[src/rtl/t08_mem_arbiter_if.sv]
// rtl/t08_mem_arbiter_if.sv - core request/response and memory-bus signal bundle for t08_mem_arbiter
interface t08_mem_arbiter_if;
  logic        if_req;
  logic [31:0] if_addr;
  logic [31:0] if_instr;
  logic        if_valid;
  logic        d_read;
  logic        d_write;
  logic [31:0] d_addr;
  logic [31:0] d_wdata;
  logic [3:0]  d_sel;
  logic [31:0] d_rdata;
  logic        d_valid;
  logic        err;
  logic        stall;
  logic        bus_read;
  logic        bus_write;
  logic [31:0] bus_addr;
  logic [31:0] bus_wdata;
  logic [3:0]  bus_sel;
  logic        bus_busy;
  logic [31:0] bus_rdata;

  // slave: the arbiter's view; master: the core plus memory around it
  modport slave (
    input  if_req, if_addr, d_read, d_write, d_addr, d_wdata, d_sel, bus_busy, bus_rdata,
    output if_instr, if_valid, d_rdata, d_valid, err, stall,
           bus_read, bus_write, bus_addr, bus_wdata, bus_sel
  );

  modport master (
    output if_req, if_addr, d_read, d_write, d_addr, d_wdata, d_sel, bus_busy, bus_rdata,
    input  if_instr, if_valid, d_rdata, d_valid, err, stall,
           bus_read, bus_write, bus_addr, bus_wdata, bus_sel
  );
endinterface

[src/rtl/t08_mem_arbiter.sv]
// rtl/t08_mem_arbiter.sv - single-outstanding fetch/data memory arbiter with busy watchdog
module t08_mem_arbiter #(
  parameter int TIMEOUT = 255
) (
  input  logic              clk,
  input  logic              nrst,
  t08_mem_arbiter_if.slave  bus_if
);

  localparam int WDW = $clog2(TIMEOUT + 1);

  typedef enum logic [2:0] {IDLE, ISSUE, ARM, WAIT, DONE} state_t;

  state_t          state_q, state_d;
  logic            owner_data_q, owner_data_d;
  logic            is_write_q, is_write_d;
  logic [WDW-1:0]  wdog_q, wdog_d;
  logic [31:0]     if_instr_q, if_instr_d;
  logic [31:0]     d_rdata_q, d_rdata_d;
  logic [31:0]     bus_addr_q, bus_addr_d;
  logic [31:0]     bus_wdata_q, bus_wdata_d;
  logic [3:0]      bus_sel_q, bus_sel_d;
  logic            if_valid_q, if_valid_d;
  logic            d_valid_q, d_valid_d;
  logic            err_q, err_d;
  logic            bus_read_q, bus_read_d;
  logic            bus_write_q, bus_write_d;
  logic            finish;
  logic [31:0]     cap_data;

  always_ff @(posedge clk or negedge nrst) begin
    if (!nrst) begin
      state_q      <= IDLE;
      owner_data_q <= 1'b0;
      is_write_q   <= 1'b0;
      wdog_q       <= '0;
      if_instr_q   <= '0;
      d_rdata_q    <= '0;
      bus_addr_q   <= '0;
      bus_wdata_q  <= '0;
      bus_sel_q    <= '0;
      if_valid_q   <= 1'b0;
      d_valid_q    <= 1'b0;
      err_q        <= 1'b0;
      bus_read_q   <= 1'b0;
      bus_write_q  <= 1'b0;
    end else begin
      state_q      <= state_d;
      owner_data_q <= owner_data_d;
      is_write_q   <= is_write_d;
      wdog_q       <= wdog_d;
      if_instr_q   <= if_instr_d;
      d_rdata_q    <= d_rdata_d;
      bus_addr_q   <= bus_addr_d;
      bus_wdata_q  <= bus_wdata_d;
      bus_sel_q    <= bus_sel_d;
      if_valid_q   <= if_valid_d;
      d_valid_q    <= d_valid_d;
      err_q        <= err_d;
      bus_read_q   <= bus_read_d;
      bus_write_q  <= bus_write_d;
    end
  end

  always_comb begin
    state_d      = state_q;
    owner_data_d = owner_data_q;
    is_write_d   = is_write_q;
    wdog_d       = wdog_q;
    if_instr_d   = if_instr_q;
    d_rdata_d    = d_rdata_q;
    bus_addr_d   = bus_addr_q;
    bus_wdata_d  = bus_wdata_q;
    bus_sel_d    = bus_sel_q;
    if_valid_d   = 1'b0;
    d_valid_d    = 1'b0;
    err_d        = 1'b0;
    bus_read_d   = 1'b0;
    bus_write_d  = 1'b0;
    finish       = 1'b0;
    cap_data     = '0;

    case (state_q)
      IDLE: begin
        if (bus_if.d_read || bus_if.d_write) begin
          // read+write together is serviced as a write
          owner_data_d = 1'b1;
          is_write_d   = bus_if.d_write;
          bus_addr_d   = bus_if.d_addr;
          bus_wdata_d  = bus_if.d_write ? bus_if.d_wdata : 32'h0;
          bus_sel_d    = bus_if.d_sel;
          bus_write_d  = bus_if.d_write;
          bus_read_d   = !bus_if.d_write;
          state_d      = ISSUE;
        end else if (bus_if.if_req) begin
          owner_data_d = 1'b0;
          is_write_d   = 1'b0;
          bus_addr_d   = bus_if.if_addr;
          bus_wdata_d  = 32'h0;
          bus_sel_d    = 4'hF;
          bus_read_d   = 1'b1;
          state_d      = ISSUE;
        end
      end
      ISSUE: state_d = ARM;
      ARM: begin
        // memory needs a cycle to raise busy, so it is not looked at here
        wdog_d  = '0;
        state_d = WAIT;
      end
      WAIT: begin
        if (!bus_if.bus_busy) begin
          finish   = 1'b1;
          cap_data = bus_if.bus_rdata;
        end else if (wdog_q == WDW'(TIMEOUT)) begin
          finish   = 1'b1;
          err_d    = 1'b1;
        end else begin
          wdog_d = wdog_q + WDW'(1);
        end
        if (finish) begin
          state_d = DONE;
          if (!owner_data_q) begin
            if_instr_d = cap_data;
            if_valid_d = 1'b1;
          end else begin
            if (!is_write_q) d_rdata_d = cap_data;
            d_valid_d = 1'b1;
          end
        end
      end
      DONE:    state_d = IDLE;
      default: state_d = IDLE;
    endcase
  end

  always_comb begin
    bus_if.stall = 1'b0;
    if (nrst) begin
      case (state_q)
        IDLE:             bus_if.stall = bus_if.if_req | bus_if.d_read | bus_if.d_write;
        ISSUE, ARM, WAIT: bus_if.stall = 1'b1;
        default:          bus_if.stall = 1'b0;
      endcase
    end
  end

  assign bus_if.if_instr  = if_instr_q;
  assign bus_if.if_valid  = if_valid_q;
  assign bus_if.d_rdata   = d_rdata_q;
  assign bus_if.d_valid   = d_valid_q;
  assign bus_if.err       = err_q;
  assign bus_if.bus_read  = bus_read_q;
  assign bus_if.bus_write = bus_write_q;
  assign bus_if.bus_addr  = bus_addr_q;
  assign bus_if.bus_wdata = bus_wdata_q;
  assign bus_if.bus_sel   = bus_sel_q;

endmodule

[src/flat_wrapper.sv]
// flat-port wrapper written by rule: the top's interface ports become plain ports
module t08_mem_arbiter_flat 
#(
  parameter int TIMEOUT = 255
)
  (clk, nrst, bus_if_if_req, bus_if_if_addr, bus_if_d_read, bus_if_d_write, bus_if_d_addr, bus_if_d_wdata, bus_if_d_sel, bus_if_bus_busy, bus_if_bus_rdata, bus_if_if_instr, bus_if_if_valid, bus_if_d_rdata, bus_if_d_valid, bus_if_err, bus_if_stall, bus_if_bus_read, bus_if_bus_write, bus_if_bus_addr, bus_if_bus_wdata, bus_if_bus_sel);
  t08_mem_arbiter_if bus_if_i ();
  input  logic clk;
  input  logic nrst;
  input wire logic [$bits(bus_if_i.if_req)-1:0] bus_if_if_req;
  input wire logic [$bits(bus_if_i.if_addr)-1:0] bus_if_if_addr;
  input wire logic [$bits(bus_if_i.d_read)-1:0] bus_if_d_read;
  input wire logic [$bits(bus_if_i.d_write)-1:0] bus_if_d_write;
  input wire logic [$bits(bus_if_i.d_addr)-1:0] bus_if_d_addr;
  input wire logic [$bits(bus_if_i.d_wdata)-1:0] bus_if_d_wdata;
  input wire logic [$bits(bus_if_i.d_sel)-1:0] bus_if_d_sel;
  input wire logic [$bits(bus_if_i.bus_busy)-1:0] bus_if_bus_busy;
  input wire logic [$bits(bus_if_i.bus_rdata)-1:0] bus_if_bus_rdata;
  output wire logic [$bits(bus_if_i.if_instr)-1:0] bus_if_if_instr;
  output wire logic [$bits(bus_if_i.if_valid)-1:0] bus_if_if_valid;
  output wire logic [$bits(bus_if_i.d_rdata)-1:0] bus_if_d_rdata;
  output wire logic [$bits(bus_if_i.d_valid)-1:0] bus_if_d_valid;
  output wire logic [$bits(bus_if_i.err)-1:0] bus_if_err;
  output wire logic [$bits(bus_if_i.stall)-1:0] bus_if_stall;
  output wire logic [$bits(bus_if_i.bus_read)-1:0] bus_if_bus_read;
  output wire logic [$bits(bus_if_i.bus_write)-1:0] bus_if_bus_write;
  output wire logic [$bits(bus_if_i.bus_addr)-1:0] bus_if_bus_addr;
  output wire logic [$bits(bus_if_i.bus_wdata)-1:0] bus_if_bus_wdata;
  output wire logic [$bits(bus_if_i.bus_sel)-1:0] bus_if_bus_sel;
  assign bus_if_i.if_req = bus_if_if_req;
  assign bus_if_i.if_addr = bus_if_if_addr;
  assign bus_if_i.d_read = bus_if_d_read;
  assign bus_if_i.d_write = bus_if_d_write;
  assign bus_if_i.d_addr = bus_if_d_addr;
  assign bus_if_i.d_wdata = bus_if_d_wdata;
  assign bus_if_i.d_sel = bus_if_d_sel;
  assign bus_if_i.bus_busy = bus_if_bus_busy;
  assign bus_if_i.bus_rdata = bus_if_bus_rdata;
  assign bus_if_if_instr = bus_if_i.if_instr;
  assign bus_if_if_valid = bus_if_i.if_valid;
  assign bus_if_d_rdata = bus_if_i.d_rdata;
  assign bus_if_d_valid = bus_if_i.d_valid;
  assign bus_if_err = bus_if_i.err;
  assign bus_if_stall = bus_if_i.stall;
  assign bus_if_bus_read = bus_if_i.bus_read;
  assign bus_if_bus_write = bus_if_i.bus_write;
  assign bus_if_bus_addr = bus_if_i.bus_addr;
  assign bus_if_bus_wdata = bus_if_i.bus_wdata;
  assign bus_if_bus_sel = bus_if_i.bus_sel;
  t08_mem_arbiter #(.TIMEOUT(TIMEOUT)) u_core (.clk(clk), .nrst(nrst), .bus_if(bus_if_i));
endmodule
[config.mk]
export PLATFORM = sky130hd
export DESIGN_NAME = t08_mem_arbiter_flat
export DESIGN_NICKNAME = d
export VERILOG_FILES = /design/src/rtl/t08_mem_arbiter_if.sv /design/src/rtl/t08_mem_arbiter.sv /design/src/flat_wrapper.sv
export SDC_FILE = /design/constraint.sdc
export NUM_CORES = 1
export LEC_CHECK = 0
export BUFFER_PORTS_ARGS = -buffer_cell sky130_fd_sc_hd__clkbuf_2
export CAP_MARGIN = 0
export CORE_UTILIZATION = 45
export CTS_BUF_LIST = sky130_fd_sc_hd__clkbuf_8
export CTS_CLUSTER_DIAMETER = 100
export DETAILED_ROUTE_END_ITERATION = 8
export HOLD_SLACK_MARGIN = 0.05
export PLACE_DENSITY = 0.77
export SYNTH_ARGS = -nofsm -noshare
export SYNTH_HDL_FRONTEND = slang
export SYNTH_SLANG_ARGS = --single-unit
[constraint.sdc]
create_clock -name clk -period 2.46 [get_ports clk]
set_input_delay 0 -clock clk [delete_from_list [all_inputs] [get_ports clk]]
set_output_delay 0 -clock clk [all_outputs]
set_load 0.005 [all_outputs]
==> qor.txt <==
Status = finished, final reports clean
Main combinational cell family by area after synthesis = compound AO/OA/AOI/OAI gates
Final setup viols = 0
Die footprint = 14160 sq um
Antenna Cells = 0
CTS max path bufs = 2
Leak = 4.810 nW
DR vias = 5923
Critical hold path startpoint = bus_if_d_read
Worst Hold Class = in -> reg
Die height = 119.0 um
CP max stage cell = dlygate4sd3_1
P&R area growth vs syn = 52.98%
Fin worst setup slack = 0.2645 ns
Syn_area_per_cell = 12.49 sq um
Worst Path Max Fanout = 18
Initial antenna violation count = 0
CTS tree = done
Post-Syn Nets = 632
R2R setup slack = 0.36 ns
Compound-cell area share of the yosys netlist = 19.68%
Mapped cell area = 6160 sq um
Synth Area in XOR/XNOR = 0%
CP startpoint kind = input pin
Final #Nets = 1036
WP buf/inv = 4
Number of synthesized flops with an enable pin = 0
DRC viols = 0
CTS resizes = 0
Final period utilization = 89.25%
Final Hold Vio Count = 0
WL final = 20210 um
RSZ-0062 raised after global routing = false
Pre-antenna DRT Iters = 5
Gate Count Post-Synth = 493
Gate power share = 37.6%
Synth unique cells = 46
Fmax = 0.4555 GHz
WHS Path Cells = 4
Crit path arrival time = 2.50 ns
Gpl congestion = 0.8429
Crit. End Element = flip-flop
Pint = 6.411 mW
Initial Util = 46.33%
# rows = 42
PortBufs = 275
Setup_tns = 0 ns
Max cap viols = 0
All-layer global routing usage = 29.30%
Worst slew margin = 41.20%
FF+latch count, synth = 150
Total power = 9.997 mW
Slew of the pin with the lowest slew margin = 0.8787 ns
Largest net degree at the start of global routing = 77
I/O pins = 276
Number of global-route vias before repair = 6158
CTS Hold Buffers Added = 137
Reg clk slew, reported paths = 0.08 ns
Clock latency on the worst-skew pair = 0.44 ns
H-Tree Level Count = 4
Post-DP HPWL = 11580 um
Worst slack, placed = 0.4597 ns
Synth async-reset ratio = 100.0%
NetSw = 3.586 mW
Max incr delay on CP = 0.58 ns
Adder-cell area share of the yosys netlist = 0.2031%
CTS Sinks = 150
CP top delay family = buffers and inverters
Reg power frac = 43.9%
Top FF cell, synth = dfrtp_1
Peak supply drop = 605.4 uV
Clock share of power = 18.5%
Crit path cell chain = dlygate4sd3_1 > clkbuf_2 > nor2_4 > buf_4 > mux2i_1 > dlygate4sd3_1 > o21ai_0
DR vias/cell = 5.459
Synth Area in Simple Gates = 10.34%
WS Path Type = in -> reg
Share of cells above drive strength 1 = 35.86%
Power density of the placed cells = 1061 nW/um^2
Root Driver = clkbuf_8
WL per Instance = 18.63 um
Net switching fraction of the power = 35.87%
Placeable Area = 13300 sq um
Remaining antenna violation count after routing = 0
Fin crit period = 2.195 ns
Sequential share of the synthesized area = 60.94%
Critical R2R Launch = u_core.state_q[1]$_DFFE_PN0P_
Synth Warn # = 0
Num CTS Buffers = 17
DRT iter0 DRCs = 481
Reg2reg path depth = 4
CP required = 2.77 ns
Max-slew violations = 0
Overflow after GRT = 0
Die width = 119.0 um
First-pass GRT wire length = 32080 um
Critical Path Most Common Cell = dlygate4sd3_1
Worst flop-to-flop path endpoint = u_core.bus_if.bus_addr[13]$_DFFE_PN0P_
Clock skew = 0.01347 ns
Mux share of post-synthesis cell area = 5.200%
Worst Hold Path EP = u_core.owner_data_q$_DFFE_PN0P_
Post-CTS setup buffers = 0
## worst reg2reg max path, delay by kind of cell, from the launching register on
kind            cells  cell delay, ns
flops               1            0.45
buf+inv             1            0.31
simple gates        1            0.53
compound gates      2            0.70
## cells in the final DEF, fill, tap and decap left out, types with 9 or more instances in the layout
cell type      netlist  final
a22o_1              96     96
buf_4                2      9
clkbuf_2             1    274
clkbuf_8             0     18
dfrtp_1            150    150
dlygate4sd3_1        0    137
mux2i_1             32     32
nand2_1             46     46
nor2b_1             33     33
o21ai_0             34     34
## layout make-up
| class | instances | area [sq um] |
|---|---|---|
| clock buffers | 18 | 247.7 |
| well taps | 176 | 220.2 |
| multi-input cells | 303 | 2197 |
| fillers | 848 | 3872 |
| inverters | 2 | 7.507 |
| repair buffers | 423 | 2861 |
| clock inverters | 13 | 135.1 |
| flip-flops and latches | 150 | 3754 |
## worst max-delay path by stage
stage                                        startpoint  depth (start not counted)                                       to
after floorplan            u_core.wdog_q[0]$_DFFE_PN0P_                          6    u_core.bus_if.if_instr[0]$_DFFE_PN0P_
after global placement    u_core.state_q[1]$_DFFE_PN0P_                          4  u_core.bus_if.bus_wdata[16]$_DFFE_PN0P_
after detailed placement  u_core.state_q[1]$_DFFE_PN0P_                          4  u_core.bus_if.bus_wdata[15]$_DFFE_PN0P_
after CTS                 u_core.state_q[1]$_DFFE_PN0P_                          5                             bus_if_stall
after global routing                     bus_if_d_write                          7   u_core.bus_if.bus_addr[28]$_DFFE_PN0P_
final                                    bus_if_d_write                          7    u_core.bus_if.bus_addr[8]$_DFFE_PN0P_
## metal layers
metal / part of all wire [%] / track usage [%] / wire length (um) / vias up
li1: - / - / - / 2610
met1: 39 / 35.76 / 7937 / 2890
met2: 49 / 48.07 / 9868 / 363
met3: 7.7 / 6.992 / 1550 / 60
met4: 4.2 / 15.66 / 855 / 0
met5: 0 / 0 / 0 / -
## cell usage after synthesis, types with 2 or more instances
cell type  count  share of area [%]
buf_4          2               0.24
and2_1         2               0.20
or2_1          2               0.20
a31oi_1        2               0.20
nand2_1       46                2.8
nand3_1        4               0.33
o21ai_0       34                2.8
nand2_4        2               0.37
nor2b_1       33                3.4
nor2_1         8               0.49
nand4_1        2               0.20
a22o_1        96                 14
o22a_1         4               0.57
clkbuf_1      13               0.79
o311ai_0       2               0.28
a221o_1        4               0.65
mux2i_1       32                5.2
buf_2         16                1.3
dfrtp_1      150                 61
nor3b_1        2               0.24
inv_1          2               0.12
buf_6          6                1.1
nor3_1         6               0.49
## cell families (layout without fill, tap and decap cells)
family          after synthesis  in the layout
simple gates                117            117
compound gates              153            153
flops                       150            150
buf+inv                      40            456
mux                          32             32
fa+ha+maj                     1              1
## registers in the layout, summed over array words and instances, names as in the netlist
register,cells
u_core.wdog_q,8
u_core.bus_if.bus_write,1
u_core.bus_if.if_instr,32
u_core.bus_if.err,1
u_core.state_q,3
u_core.bus_if.bus_wdata,32
u_core.bus_if.bus_sel,4
u_core.bus_if.bus_read,1
u_core.is_write_q,1
u_core.bus_if.d_rdata,32
u_core.bus_if.d_valid,1
u_core.bus_if.if_valid,1
u_core.bus_if.bus_addr,32
u_core.owner_data_q,1
## metrics by stage
stage / cell area (sq um) / hold WS (ns) / std cells / utilization (%)
after CTS: 9423 / 0.1209 / 1085 / 70.87
after global routing: 9423 / 0.1612 / 1085 / 70.87
after floorplan: 6160 / -0.2956 / 493 / -
final: 9423 / 0.1400 / 1085 / 70.87
after detailed placement: 7669 / 0.05992 / 917 / 57.68
after global placement: 7669 / 0.04558 / 917 / 57.68
## power by group through the flow
stage	combinational [mW]	sequential [mW]	clock (mW)
after global placement	3.33	4.28	0
after CTS	3.66	4.30	1.87
after global routing	4.10	4.49	1.99
final	3.76	4.38	1.85
after detailed placement	3.47	4.32	0
after floorplan	1.82	4.29	0
(Power assumes the default switching activity.)
